<file path="src/rtl/avg_divider_seq.sv">
// Sequential unsigned divider for the SMA datapath: one-cycle shift for power-of-two
// windows, radix-2 restoring division otherwise, optional round-half-up.
module avg_divider_seq #(
    parameter int DIVIDEND_WIDTH = 10,
    parameter int DIVISOR_WIDTH  = 4
) (
    input  logic                      clk,
    input  logic                      rst_n,
    input  logic                      in_valid,
    output logic                      in_ready,
    input  logic [DIVIDEND_WIDTH-1:0] dividend,
    input  logic [DIVISOR_WIDTH-1:0]  divisor,
    input  logic                      round_en,
    output logic                      out_valid,
    input  logic                      out_ready,
    output logic [DIVIDEND_WIDTH-1:0] quotient,
    output logic [DIVISOR_WIDTH-1:0]  remainder,
    output logic                      div_by_zero
);
    localparam int DW = DIVIDEND_WIDTH;
    localparam int VW = DIVISOR_WIDTH;
    localparam int CW = $clog2(DW + 1);

    typedef enum logic [1:0] {IDLE, CALC, DONE} state_t;

    state_t        state;
    logic [CW-1:0] cnt;
    logic [VW-1:0] dsr_p0;
    logic          rnd_p0;
    logic [DW-1:0] dvd_p0;
    logic [DW-1:0] quo_p0;
    logic [VW-1:0] prem_p0;

    logic          accept;
    logic [VW:0]   trial;
    logic [VW:0]   diff;
    logic          qbit;
    logic [VW-1:0] nrem;
    logic [DW-1:0] nquo;

    function automatic logic [DW-1:0] round_q(input logic [DW-1:0] q, input logic [VW-1:0] r,
                                              input logic [VW-1:0] d, input logic en);
        logic [VW:0] r2;
        r2 = {r, 1'b0};
        return (en && (r2 >= {1'b0, d})) ? q + DW'(1) : q;
    endfunction

    function automatic logic is_pow2(input logic [VW-1:0] d);
        return (d != '0) && ((d & (d - 1'b1)) == '0);
    endfunction

    function automatic logic [DW-1:0] shr_pow2(input logic [DW-1:0] n, input logic [VW-1:0] d);
        logic [DW-1:0] res;
        res = n;
        for (int i = 0; i < VW; i++)
            if (d[i]) res = n >> i;
        return res;
    endfunction

    assign accept = (state == IDLE) && in_valid && in_ready;

    // Restoring step: the trial value is VW+1 bits; since partial remainder < divisor,
    // trial < 2*divisor and the sign of trial-divisor alone decides the quotient bit.
    always_comb begin
        trial = {prem_p0, dvd_p0[DW-1]};
        diff  = trial - {1'b0, dsr_p0};
        qbit  = ~diff[VW];
        nrem  = qbit ? diff[VW-1:0] : trial[VW-1:0];
        nquo  = {quo_p0[DW-2:0], qbit};
    end

    always_ff @(posedge clk or negedge rst_n) begin
        if (!rst_n) begin
            state       <= IDLE;
            cnt         <= '0;
            in_ready    <= 1'b0;
            out_valid   <= 1'b0;
            div_by_zero <= 1'b0;
            quotient    <= '0;
            remainder   <= '0;
        end else begin
            case (state)
                IDLE: begin
                    in_ready <= 1'b1;
                    if (accept) begin
                        in_ready <= 1'b0;
                        cnt      <= '0;
                        if (divisor == '0) begin
                            state       <= DONE;
                            out_valid   <= 1'b1;
                            quotient    <= '1;
                            remainder   <= dividend[VW-1:0];
                            div_by_zero <= 1'b1;
                        end else if (is_pow2(divisor)) begin
                            state       <= DONE;
                            out_valid   <= 1'b1;
                            quotient    <= round_q(shr_pow2(dividend, divisor),
                                                   dividend[VW-1:0] & (divisor - 1'b1),
                                                   divisor, round_en);
                            remainder   <= dividend[VW-1:0] & (divisor - 1'b1);
                            div_by_zero <= 1'b0;
                        end else begin
                            state <= CALC;
                        end
                    end
                end
                CALC: begin
                    cnt <= cnt + 1'b1;
                    if (cnt == CW'(DW - 1)) begin
                        state       <= DONE;
                        out_valid   <= 1'b1;
                        quotient    <= round_q(nquo, nrem, dsr_p0, rnd_p0);
                        remainder   <= nrem;
                        div_by_zero <= 1'b0;
                    end
                end
                DONE: begin
                    if (out_ready) begin
                        state     <= IDLE;
                        out_valid <= 1'b0;
                        in_ready  <= 1'b1;
                    end
                end
                default: state <= IDLE;
            endcase
        end
    end

    // Working registers of the iterative divider; contents only matter while in CALC.
    always_ff @(posedge clk) begin
        if (accept) begin
            dsr_p0  <= divisor;
            rnd_p0  <= round_en;
            dvd_p0  <= dividend;
            quo_p0  <= '0;
            prem_p0 <= '0;
        end else if (state == CALC) begin
            dvd_p0  <= {dvd_p0[DW-2:0], 1'b0};
            quo_p0  <= nquo;
            prem_p0 <= nrem;
        end
    end
endmodule

</file>
<file path="config.mk">
export PLATFORM = sky130hd
export DESIGN_NAME = avg_divider_seq
export DESIGN_NICKNAME = d
export VERILOG_FILES = /design/src/rtl/avg_divider_seq.sv
export SDC_FILE = /design/constraint.sdc
export NUM_CORES = 1
export LEC_CHECK = 0
export BUFFER_PORTS_ARGS = -buffer_cell sky130_fd_sc_hd__buf_4
export CAP_MARGIN = 20
export CORE_MARGIN = 3
export CORE_UTILIZATION = 51
export DETAILED_ROUTE_END_ITERATION = 10
export PLACE_DENSITY = 0.71
export REMOVE_ABC_BUFFERS = 1
export SETUP_SLACK_MARGIN = 0.15
export SLEW_MARGIN = 10
export SYNTH_ARGS = -nofsm -noshare
export SYNTH_HDL_FRONTEND = slang
export SYNTH_SLANG_ARGS = --single-unit
</file>
<file path="constraint.sdc">
create_clock -name clk -period 5 [get_ports clk]
set_input_delay 0.5 -clock clk [delete_from_list [all_inputs] [get_ports clk]]
set_output_delay 0.5 -clock clk [all_outputs]
set_load 0.01 [all_outputs]
</file>
-- Word-level counts from Yosys, hierarchy flattened
Cells that the tools add are included.
- word-level logic and storage cells: 91
- register bits: 51
- output and inout bits: 17
- input bits: 19
- equality and inequality tests: 7
- bitwise operators: 3
- $add $sub $neg: 5
- muxes and demuxes: 44
- reductions and logical operators: 18
- magnitude comparators: 2
- operators by type and width (kind ; number):
    2-to-1 mux 10 bit ; 15
    2-to-1 mux 4 bit ; 6
    adder 10 x 1 -> 10 bit, second input constant ; 2
    one-hot mux 10 bit (2 select lines) ; 1
    one-hot mux 4 bit (2 select lines) ; 2
    2-to-1 mux 1 bit ; 11
    greater-or-equal comparator 5 x 4 -> 1 bit ; 2
    2-to-1 mux 2 bit ; 5
    bitwise AND 4 bit ; 2
    logical NOT 4 bit ; 2
    != test 2 bit, second input constant ; 3
    one-hot mux 2 bit (3 select lines) ; 1
    nonzero test 2 bit ; 3
    logical AND 1 bit ; 5
    AND reduction 5 bit ; 1
    subtractor 5 x 4 -> 5 bit ; 1
    adder 4 x 1 -> 4 bit, second input constant ; 1
    == test 4 bit, second input constant ; 1
    one-hot mux 1 bit (2 select lines) ; 2
    AND reduction 2 bit ; 2
    AND reduction 4 bit ; 1
    nonzero test 4 bit ; 1
    subtractor 4 x 1 -> 4 bit, second input constant ; 1
    != test 3 x 1 -> 1 bit, second input constant ; 1
    7 further kinds ; 7

-- Depth between registers and ports, before layout
Gate-level depths: netlist of the first run.
- depth in word-level cells: 14
- depth in mapped cells: 15

-- Worst setup path before layout of the first run
OpenSTA, ideal clock, no wires.
- kind: register -> register
- from: register dvd_p0[9]
- to: register quotient[1]
- slack: 1.478 ns
- period minus slack after synthesis: 3.522 ns
- library setup time: 0.126 ns
- cell stages (with the launch flop): 15
- data required time: 4.874 ns
- arrival: 3.396 ns
- buffers on the path: 0
- cells stage by stage: edfxtp_1 -> inv_1 -> ha_1 -> inv_1 -> fa_1 -> nand3_2 -> a21oi_2 -> nor2_2 -> mux2_2 -> ha_1 -> a21oi_1 -> o21ai_0 -> o31ai_4 -> mux2_4 -> a221o_1
- elaborated cells between the ends (all ways): 9
- RTL lines (what ; line ; source):
    from (decl) ; 30 ; logic [DW-1:0] dvd_p0;
    from (signal assigned) ; 134 ; dvd_p0 <= dividend;
    from (signal assigned) ; 138 ; dvd_p0 <= {dvd_p0[DW-2:0], 1'b0};
    subtractor 5 x 4 -> 5 bit ; 66 ; diff = trial - {1'b0, dsr_p0};
    inverter 1 bit ; 67 ; qbit = ~diff[VW];
    net qbit ; 37 ; logic qbit;
    adder 10 x 1 -> 10 bit ; 45 ; return (en && (r2 >= {1'b0, d})) ? q + DW'(1) : q;
    2-to-1 mux 10 bit ; 45 ;
    2-to-1 mux 10 bit ; 109 ; if (cnt == CW'(DW - 1)) begin
    one-hot mux 10 bit (2 select lines) ; 82 ; case (state)
    to (signal assigned) ; 97 ; quotient <= round_q(shr_pow2(dividend, divisor),
    to (signal assigned) ; 112 ; quotient <= round_q(nquo, nrem, dsr_p0, rnd_p0);
    to (decl) ; 16 ; output logic [DIVIDEND_WIDTH-1:0] quotient,
The timed path passes the listed nets, and every way through them passes these cells. The select of a mux whose other input is x is not followed.
A chain may end at the register's enable or synchronous reset.

-- Worst setup path in the final report of the first run
- from: register dvd_p0[9]
- to: register quotient[3]
The elaborated chain is that of the path after synthesis.

==> impl_metrics.ini, run 1 <==
[logic_synthesis]
synth-async-reset-ratio = 0.451
synthCells = 356
synth-seq-area-share = 0.388
synth_edf_count = 15
avgSynthCellArea_um2 = 9.31
ys_ff_latch = 51
ys_warn_count = 0
netlist-cell-type-count = 63
ys.flop_type = dfrtp_1
synth_area_um2 = 3320

[clock_network]
cts_buffers = 5
cts_tree = yes
htreeDepth = 2
cts_root_buffer = clkbuf_8
cts_setup_buffers = 0
clock_sinks = 51
clk-insertion-delay-late_ns = 0.32
holdBufCountCts = 0
cts_resized = 0
clk_path_buf_depth = 2
cts.reportedPaths.clkPinSlew_ns = 0.10

[run]
drv_cap = 0

[global_routing]
grt_pass1_wl_um = 13200
grt_pass1_vias = 2681
antenna_found_initial = 0
grt_max_degree = 27
overflow = 0
grt_util_all_layers = 0.223

[cells_and_area]
final_cell_area_um2 = 3730
areaGrowthSynthToFinish_pct = 12.5
drive_above_1_share = 0.209
nFillCells = 548
finish.utilization = 0.612
final_nets = 424
antenna_cells = 0

[worst_setup_path]
rrSetupSlack_ns = 1.16
rr_startpoint = dvd_p0[9]$_DFFE_PP_
cp.arrival_ns = 4.10
timing.rr.end = quotient[3]$_DFFE_PN0P_
setup.worst_path.class = register to register
crit_path_end_kind = register
startpoint_type = register
reg2reg_depth = 15
worstPathMaxFanout = 7
required_ns = 5.26

[sta]
period_minus_slack_ns = 3.84
hold_viol = 0
max-slew-margin-rel = 0.345
setup_violations = 0
drv_slew = 0
rsz0062_at_grt = no
fmax_ghz = 0.260
min_period_over_period = 0.768
setup_tns_ns = 0
worst_pin_slew_ns = 0.983
fin_skew_ns = 0.0132

[die]
die-area_um2 = 7500
initial_utilization = 0.544
core_um2 = 6100
die_x_um = 86.6
rows = 28
io_pins = 36
dieHeight_um = 86.6

[routing]
num_vias = 2764
wirelength_um = 7900
detail_route.iter0.violations = 136
antenna_left = 0
drc = 0
firstDrtPassIters = 4
wl_per_cell_um = 17.1
routed_via_density = 5.98

[pwr]
power.density_nw_per_um2 = 545
p_switching_w = 0.000845
switching_share = 0.416
p_comb_frac = 0.488
peakVddDrop_mv = 0.276
internal_power_w = 0.00119
p_leak_nw = 1.56
power.total_w = 0.00203
seqPwrFrac = 0.374
clkPwrFrac = 0.138

[min_path]
hold_path.class = input pin to async pin

[place]
portBuffers = 35
dpl_cell_area_um2 = 3620
gp_congestion = 0.855
hpwl_um = 5780

[run_status]
status = completed
==> registers in the layout, summed over array words and instances (netlist names), 2 cells and up <==
signal     cells
prem_p0        4
dvd_p0        10
cnt            4
quo_p0         9
dsr_p0         4
quotient      10
state          2
remainder      4
==> stage by stage <==
stage / hold slack, ns / std cells / setup WS [ns]
final: 0.0696 / 462 / 1.16
after global routing: 0.0785 / 462 / 0.956
after detailed placement: 0.427 / 454 / 1.16
after floorplan: 0.204 / 342 / 1.48
after global placement: 0.420 / 454 / 1.33
after CTS: 0.0868 / 462 / 1.16
==> power groups by stage <==
stage	clock network (W)	logic [W]	registers [W]
after floorplan	0	0.000662	0.000761
final	0.000281	0.000991	0.000761
after CTS	0.000284	0.000995	0.000760
after detailed placement	0	0.000990	0.000768
after global routing	0.000302	0.00110	0.000786
after global placement	0	0.000971	0.000761
==> synth_stat cells (8+ instances only) <==
cell      number  area [um^2]
nand2_1       43          161
a21oi_1       32          160
dfrtp_1       23          576
inv_1         20         75.1
o21ai_0       20          100
nor2_1        19         71.3
ha_1          18          225
edfxtp_1      15          450
mux2_2        15          169
dfxtp_1       13          260
nor2b_1        8         50.1
nor3_1         8         40.0
xor2_1         8         70.1
==> layout make-up <==
cell class | instances | area (um^2) | share of cell area
Clock buffer | 6 | 93.8 | 0.0252
Timing Repair Buffer | 37 | 278 | 0.0745
Inverter | 20 | 75.1 | 0.0201
Clock inverter | 2 | 13.8 | 0.00369
Tap cell | 75 | 93.8 | 0.0252
Multi-Input combinational cell | 271 | 1890 | 0.507
Sequential cell | 51 | 1290 | 0.345
==> critical path, cell delays in order (launching register included) <==
cell and delay (ns):
edfxtp_1 0.37, inv_1 0.08, ha_1 0.15, inv_1 0.05, fa_1 0.41, nand3_2 0.11, a21oi_2 0.10, nor2_2 0.30
mux2_2 0.39, ha_1 0.30, nand2_1 0.05, o21ai_0 0.44, o211ai_2 0.25, or3_1 0.40, a21oi_1 0.20, o32a_2 0.19
==> how the worst max path moves through the flow <==
stage                        start                 endpoint  cells past startpoint
2_1_floorplan  dvd_p0[9]$_DFFE_PP_  quotient[1]$_DFFE_PN0P_                     14
3_3_place_gp   dvd_p0[9]$_DFFE_PP_  quotient[1]$_DFFE_PN0P_                     14
3_5_place_dp   dvd_p0[9]$_DFFE_PP_  quotient[3]$_DFFE_PN0P_                     15
4_1_cts        dvd_p0[9]$_DFFE_PP_  quotient[3]$_DFFE_PN0P_                     15
5_1_grt        dvd_p0[9]$_DFFE_PP_  quotient[3]$_DFFE_PN0P_                     15
6_report       dvd_p0[9]$_DFFE_PP_  quotient[3]$_DFFE_PN0P_                     15
==> cells in the final DEF, fill, tap and decap left out, drive strengths merged, types with 6 or more instances in the layout <==
cell / instances
clkbuf: 6
nand2: 43
edfxtp: 15
mux2: 16
xor2: 8
dfxtp: 13
buf: 37
o21ai: 23
dfrtp: 23
a21oi: 33
nor2b: 8
nor2: 21
nor3: 11
inv: 20
ha: 18
xnor2: 7
nand3: 8
==> kinds of logic after synthesis <==
| logic type | after synthesis | share of synthesized area |
|---|---|---|
| adders and majority gates | 19 | 0.0740 |
| muxes | 21 | 0.0706 |
| DFF | 51 | 0.388 |
| xor gates and xnor gates | 15 | 0.0396 |
| buffers and inverters | 34 | 0.0438 |
| and+or+nand+nor | 121 | 0.191 |
| AOI/OAI and AO/OA | 95 | 0.193 |
==> routing by layer <==
layer / wire [um] / GRT usage
met1: 3650 / 0.305
met3: 412 / 0.0371
met2: 3710 / 0.360
met4: 123 / 0.0737
met5: 0 / 0
No activity file was read; power rests on OpenSTA's default activity.
==> run 2, diff against run 1 <==
--- a/config.mk
+++ b/config.mk
@@ -10,7 +10,7 @@
 export CORE_MARGIN = 3
 export CORE_UTILIZATION = 51
 export DETAILED_ROUTE_END_ITERATION = 10
-export PLACE_DENSITY = 0.71
+export PLACE_DENSITY = 0.74
 export REMOVE_ABC_BUFFERS = 1
 export SETUP_SLACK_MARGIN = 0.15
 export SLEW_MARGIN = 10
==> constraint.sdc (replaced) <==
create_clock -name clk -period 3.4 [get_ports clk]
set_input_delay 0.34 -clock clk [delete_from_list [all_inputs] [get_ports clk]]
set_output_delay 0.34 -clock clk [all_outputs]
set_load 0.01 [all_outputs]
==> impl_metrics.ini, run 2 (synthesized netlist as in run 1, its figures left out) <==
[clock_network]
cts.reportedPaths.clkPinSlew_ns = 0.10
cts_buffers = 5
clk-insertion-delay-late_ns = 0.30
htreeDepth = 2
clk_path_buf_depth = 2
cts_root_buffer = clkbuf_8
clock_sinks = 51
cts_tree = yes

[global_routing]
grt_pass1_wl_um = 13500
grt_max_degree = 27
overflow = 0
grt_pass1_vias = 2848
antenna_found_initial = 0
grt_util_all_layers = 0.228

[worst_setup_path]
setup.worst_path.class = register to register
crit_path_cell_trace = inv_2 -> ha_4 -> inv_2 -> fa_2 -> nand3_2 -> and3_4 -> nor2_4 -> buf_6 -> mux2_4 -> ha_4 -> a21oi_2 -> o21ai_2 -> buf_6 -> o31ai_4 -> mux2_4 -> a221o_1
crit_start = dvd_p0[9]$_DFFE_PP_
timing.rr.end = quotient[1]$_DFFE_PN0P_
rrSetupSlack_ns = 0.03
critPathMaxStageDelay_ns = 0.38
rr_startpoint = dvd_p0[9]$_DFFE_PP_
worstPathMaxFanout = 4
crit_end = quotient[1]$_DFFE_PN0P_
crit_buf_inv = 4
crit_path_end_kind = register
cp.arrival_ns = 3.57
cp_slowest_cell = edfxtp_1
critPathTopFamily = compound AO/OA/AOI/OAI gates
required_ns = 3.60
reg2reg_depth = 16
cp.depth = 16
startpoint_type = register

[run_status]
status = completed

[cells_and_area]
reg.largest.list = dvd_p0: 10 flops, quotient: 10 flops, quo_p0: 9 flops
antenna_cells = 0
final_cell_mix = buf_4, nand2_1, a21oi_1
final_nets = 437
final_cell_area_um2 = 3970
final-instance-count-excl-fill = 475
finish.utilization = 0.652
final_common_cell = buf_4
drive_above_1_share = 0.280
areaGrowthSynthToFinish_pct = 19.8
nFillCells = 521

[pwr]
switching_share = 0.408
p_leak_nw = 1.64
clkPwrFrac = 0.122
power.total_w = 0.00339
p_switching_w = 0.00138
internal_power_w = 0.00201
peakVddDrop_mv = 0.468
seqPwrFrac = 0.330
p_comb_frac = 0.549
power.density_nw_per_um2 = 853

[routing]
antenna_left = 0
firstDrtPassIters = 4
wl_per_cell_um = 17.2
detail_route.iter0.violations = 142
routed_via_density = 5.99
num_vias = 2845
wirelength_um = 8150
drc = 0

[die]
rows = 28
io_pins = 36
core_um2 = 6100
die-area_um2 = 7500
dieHeight_um = 86.6
die_x_um = 86.6
initial_utilization = 0.544

[place]
post-place-cells = 464
dpl_cell_area_um2 = 3700
post-place-ws_ns = -0.0893
portBuffers = 35
hpwl_um = 5870
gp_congestion = 0.893

[sta]
setup_violations = 0
max-slew-margin-rel = 0.360
rsz0062_at_grt = yes
hold_viol = 0
period_minus_slack_ns = 3.37
worst_pin_slew_ns = 0.959
fin_ws_ns = 0.0256
fmax_ghz = 0.296
fin_skew_ns = 0.0101
min_period_over_period = 0.992
drv_slew = 0

[min_path]
hold_path.class = input pin to register

[run]
drv_cap = 0
-- run 2: final cells by class --
cell class	count	area [um^2]	share of cell area
Clock inverter	1	5.00	0.00126
Sequential cell	51	1290	0.324
Inverter	20	75.1	0.0189
Tap cell	75	93.8	0.0236
Multi-Input combinational cell	271	2020	0.508
Timing Repair Buffer	50	389	0.0979
Clock buffer	7	108	0.0271
-- run 2: worst min-delay path by stage --
| stage | from | to | slack (ns) | cells after the start |
|---|---|---|---|---|
| floorplan | rst_n | cnt[0]$_DFFE_PN0P_ | 0.04 | 0 |
| global placement | rst_n | remainder[3]$_DFFE_PN0P_ | 0.26 | 1 |
| detailed placement | rst_n | remainder[3]$_DFFE_PN0P_ | 0.26 | 1 |
| CTS | round_en | rnd_p0$_DFFE_PP_ | 0.24 | 1 |
| global route | round_en | rnd_p0$_DFFE_PP_ | 0.23 | 1 |
| finish | round_en | rnd_p0$_DFFE_PP_ | 0.25 | 1 |
-- run 2: stage by stage --
stage	TNS (ns)	hold slack, ns
finish	0	0.249
global placement	0	0.257
floorplan	-0.214	0.0444
detailed placement	-0.215	0.263
CTS	0	0.242
global route	-0.403	0.233
-- run 2: repair_timing --
action                                  in CTS  in global routing
cloned                                       0                  0
resized for setup                           16                 15
hold buffers                                 1                  0
hold endpoints to repair                    23                  0
setup buffers                                2                  0
endpoints found under the setup margin       9                 10
pin swaps                                    9                 11
-- run 2: power by group through the flow --
stage / clock, W / combinational (W) / sequential, W
after CTS: 0.000422 / 0.00173 / 0.00111
after floorplan: 0 / 0.000973 / 0.00112
after detailed placement: 0 / 0.00158 / 0.00112
final: 0.000412 / 0.00186 / 0.00112
after global placement: 0 / 0.00154 / 0.00111
after global routing: 0.000446 / 0.00203 / 0.00115
-- run 2: worst register-to-register path: stages (launching register included) --
cell,delay [ns]
edfxtp_1,0.38
inv_2,0.11
ha_4,0.14
inv_2,0.03
fa_2,0.37
nand3_2,0.11
and3_4,0.21
nor2_4,0.05
buf_6,0.13
mux2_4,0.32
ha_4,0.16
a21oi_2,0.16
o21ai_2,0.08
buf_6,0.13
o31ai_4,0.28
mux2_4,0.33
a221o_1,0.28
-- run 2: layer usage --
layer  share of wire  GRT usage  up-vias
li1                -          -     1382
met1            0.45      0.302     1366
met2            0.49      0.380       84
met3           0.044     0.0295       13
met4           0.022     0.0850        0
met5               0          0        -
==> run 3, diff against run 2 <==
==> config.mk (replaced) <==
export PLATFORM = sky130hd
export DESIGN_NAME = avg_divider_seq
export DESIGN_NICKNAME = d
export VERILOG_FILES = /design/src/rtl/avg_divider_seq.sv
export SDC_FILE = /design/constraint.sdc
export NUM_CORES = 1
export LEC_CHECK = 0
export CAP_MARGIN = 20
export CORE_MARGIN = 3
export CORE_UTILIZATION = 51
export DETAILED_ROUTE_END_ITERATION = 10
export DONT_BUFFER_PORTS = 1
export PLACE_DENSITY = 0.69
export REMOVE_ABC_BUFFERS = 1
export SLEW_MARGIN = 10
export SYNTH_ARGS = -nofsm -noshare
export SYNTH_HDL_FRONTEND = slang
export SYNTH_SLANG_ARGS = --single-unit
==> impl_metrics.ini, run 3 (synthesized netlist as in run 1, its figures left out) <==
[clock_network]
cts_tree = yes
clock_sinks = 51
htreeDepth = 2
clk_path_buf_depth = 2
cts_root_buffer = clkbuf_8
cts_buffers = 5
clk-insertion-delay-late_ns = 0.30
cts.reportedPaths.clkPinSlew_ns = 0.09
cts_setup_buffers = 0

[cells_and_area]
areaGrowthSynthToFinish_pct = 11.4
final_cell_area_um2 = 3690
ff_latch_area_um2 = 1290
final_nets = 400
final_cell_mix = nand2_1, a21oi_1, dfrtp_1
final_common_cell = nand2_1
antenna_cells = 0
nFillCells = 538
drive_above_1_share = 0.198
multi_input_area_um2 = 2020
reg.largest.list = dvd_p0: 10 flops, quotient: 10 flops, quo_p0: 9 flops

[die]
rows = 28
core_um2 = 6100
initial_utilization = 0.544
die-area_um2 = 7500
io_pins = 36
dieHeight_um = 86.6
die_x_um = 86.6

[sta]
fin_skew_ns = 0.00457
period_minus_slack_ns = 3.45
fmax_ghz = 0.290
setup_violations = 1
worst_pin_slew_ns = 0.941
min_period_over_period = 1.01
drv_slew = 0
setup_tns_ns = -0.0499
hold_viol = 0
holdWs_ns = 0.132
fin_ws_ns = -0.0499
rsz0062_at_grt = yes
max-slew-margin-rel = 0.373

[worst_setup_path]
startpoint_type = register
crit_path_end_kind = register
rrSetupSlack_ns = -0.05
timing.rr.end = quotient[1]$_DFFE_PN0P_
setup.worst_path.class = register to register
cp_slowest_cell = fa_2
worstPathMaxFanout = 4
critPathMaxStageDelay_ns = 0.39
reg2reg_depth = 16
crit_path_cell_trace = inv_2 -> ha_4 -> inv_2 -> fa_2 -> nand3_2 -> and3_4 -> nor2_4 -> buf_6 -> mux2_4 -> ha_4 -> a21oi_2 -> o21ai_2 -> buf_6 -> o31ai_4 -> mux2_4 -> a221o_1
rr_startpoint = dvd_p0[9]$_DFFE_PP_
cp.arrival_ns = 3.64
required_ns = 3.59

[min_path]
hold_path_depth = 0
hold_path.class = input pin to register
hold_start = divisor[2]
min_to = dsr_p0[2]$_DFFE_PP_

[routing]
drc = 0
wirelength_um = 7900
firstDrtPassIters = 4
antenna_left = 0
wl_per_cell_um = 18.0
routed_via_density = 6.15
detail_route.iter0.violations = 172
num_vias = 2695

[global_routing]
grt_pass1_vias = 2697
grt_pass1_wl_um = 13100
grt_max_degree = 27
antenna_found_initial = 0
overflow = 0
grt_util_all_layers = 0.220

[pwr]
clkPwrFrac = 0.122
p_comb_frac = 0.506
power.density_nw_per_um2 = 855
seqPwrFrac = 0.372
p_leak_nw = 1.45
switching_share = 0.415
p_switching_w = 0.00131
internal_power_w = 0.00184
peakVddDrop_mv = 0.443

[place]
dpl_cell_area_um2 = 3430
portBuffers = 0
gp_congestion = 0.845
hpwl_um = 5730

[run]
drv_cap = 0

[run_status]
status = complete, but fails checks
failed_checks = negative setup slack
==> run 3: worst max path at each step <==
stage	end	depth (start not counted)	slack, ns	start
floorplan	quotient[1]$_DFFE_PN0P_	14	-0.12	dvd_p0[9]$_DFFE_PP_
global placement	quotient[1]$_DFFE_PN0P_	15	-0.006	dvd_p0[9]$_DFFE_PP_
detailed placement	quotient[1]$_DFFE_PN0P_	15	-0.07	dvd_p0[9]$_DFFE_PP_
CTS	quotient[1]$_DFFE_PN0P_	14	0.00001	dsr_p0[0]$_DFFE_PP_
global route	quotient[1]$_DFFE_PN0P_	16	-0.15	dvd_p0[9]$_DFFE_PP_
finish	quotient[1]$_DFFE_PN0P_	16	-0.05	dvd_p0[9]$_DFFE_PP_
==> run 3: timing repair <==
action,4_1_cts,5_1_grt
gates resized for setup,5,23
endpoints found under the hold margin,23,0
cloned,0,0
setup endpoints to repair,6,9
pin swaps,2,16
hold buffers,2,0
==> run 3: power by group through the flow <==
stage	Sequential [W]	Combinational, W	Clock [W]
after floorplan	0.00112	0.000973	0
after global placement	0.00117	0.00132	0
after detailed placement	0.00118	0.00135	0
after CTS	0.00117	0.00139	0.000393
after global routing	0.00121	0.00176	0.000415
final	0.00117	0.00160	0.000385
==> run 3: area by class of cell <==
cell class / count / area share
Multi-Input combinational cell: 271 / 0.546
Inverter: 20 / 0.0203
Sequential cell: 51 / 0.348
Timing Repair Buffer: 13 / 0.0325
Clock buffer: 8 / 0.0271
Tap cell: 75 / 0.0254
==> run 3: layer usage <==
metal  routed length, um  GRT usage
met1                3610      0.293
met2                3880      0.360
met3                 344     0.0494
met4                  73     0.0652
met5                   0          0
==> run 3: stage by stage <==
stage                      util  setup WS [ns]  instances  total power [W]
after floorplan               -         -0.122        342          0.00209
after global placement    0.562       -0.00565        428          0.00250
after detailed placement  0.562        -0.0677        428          0.00253
after CTS                 0.587      0.0000131        438          0.00295
after global routing      0.606         -0.147        438          0.00339
final                     0.606        -0.0499        438          0.00316
==> run 3: critical path: cells and delay by family, from the launching register on <==
family,cells,cell delay (ns)
AOI/OAI and AO/OA,4,0.82
adders and majority gates,3,0.68
muxes,2,0.66
buffers and inverters,4,0.40
and+or+nand+nor,3,0.39
DFF,1,0.38
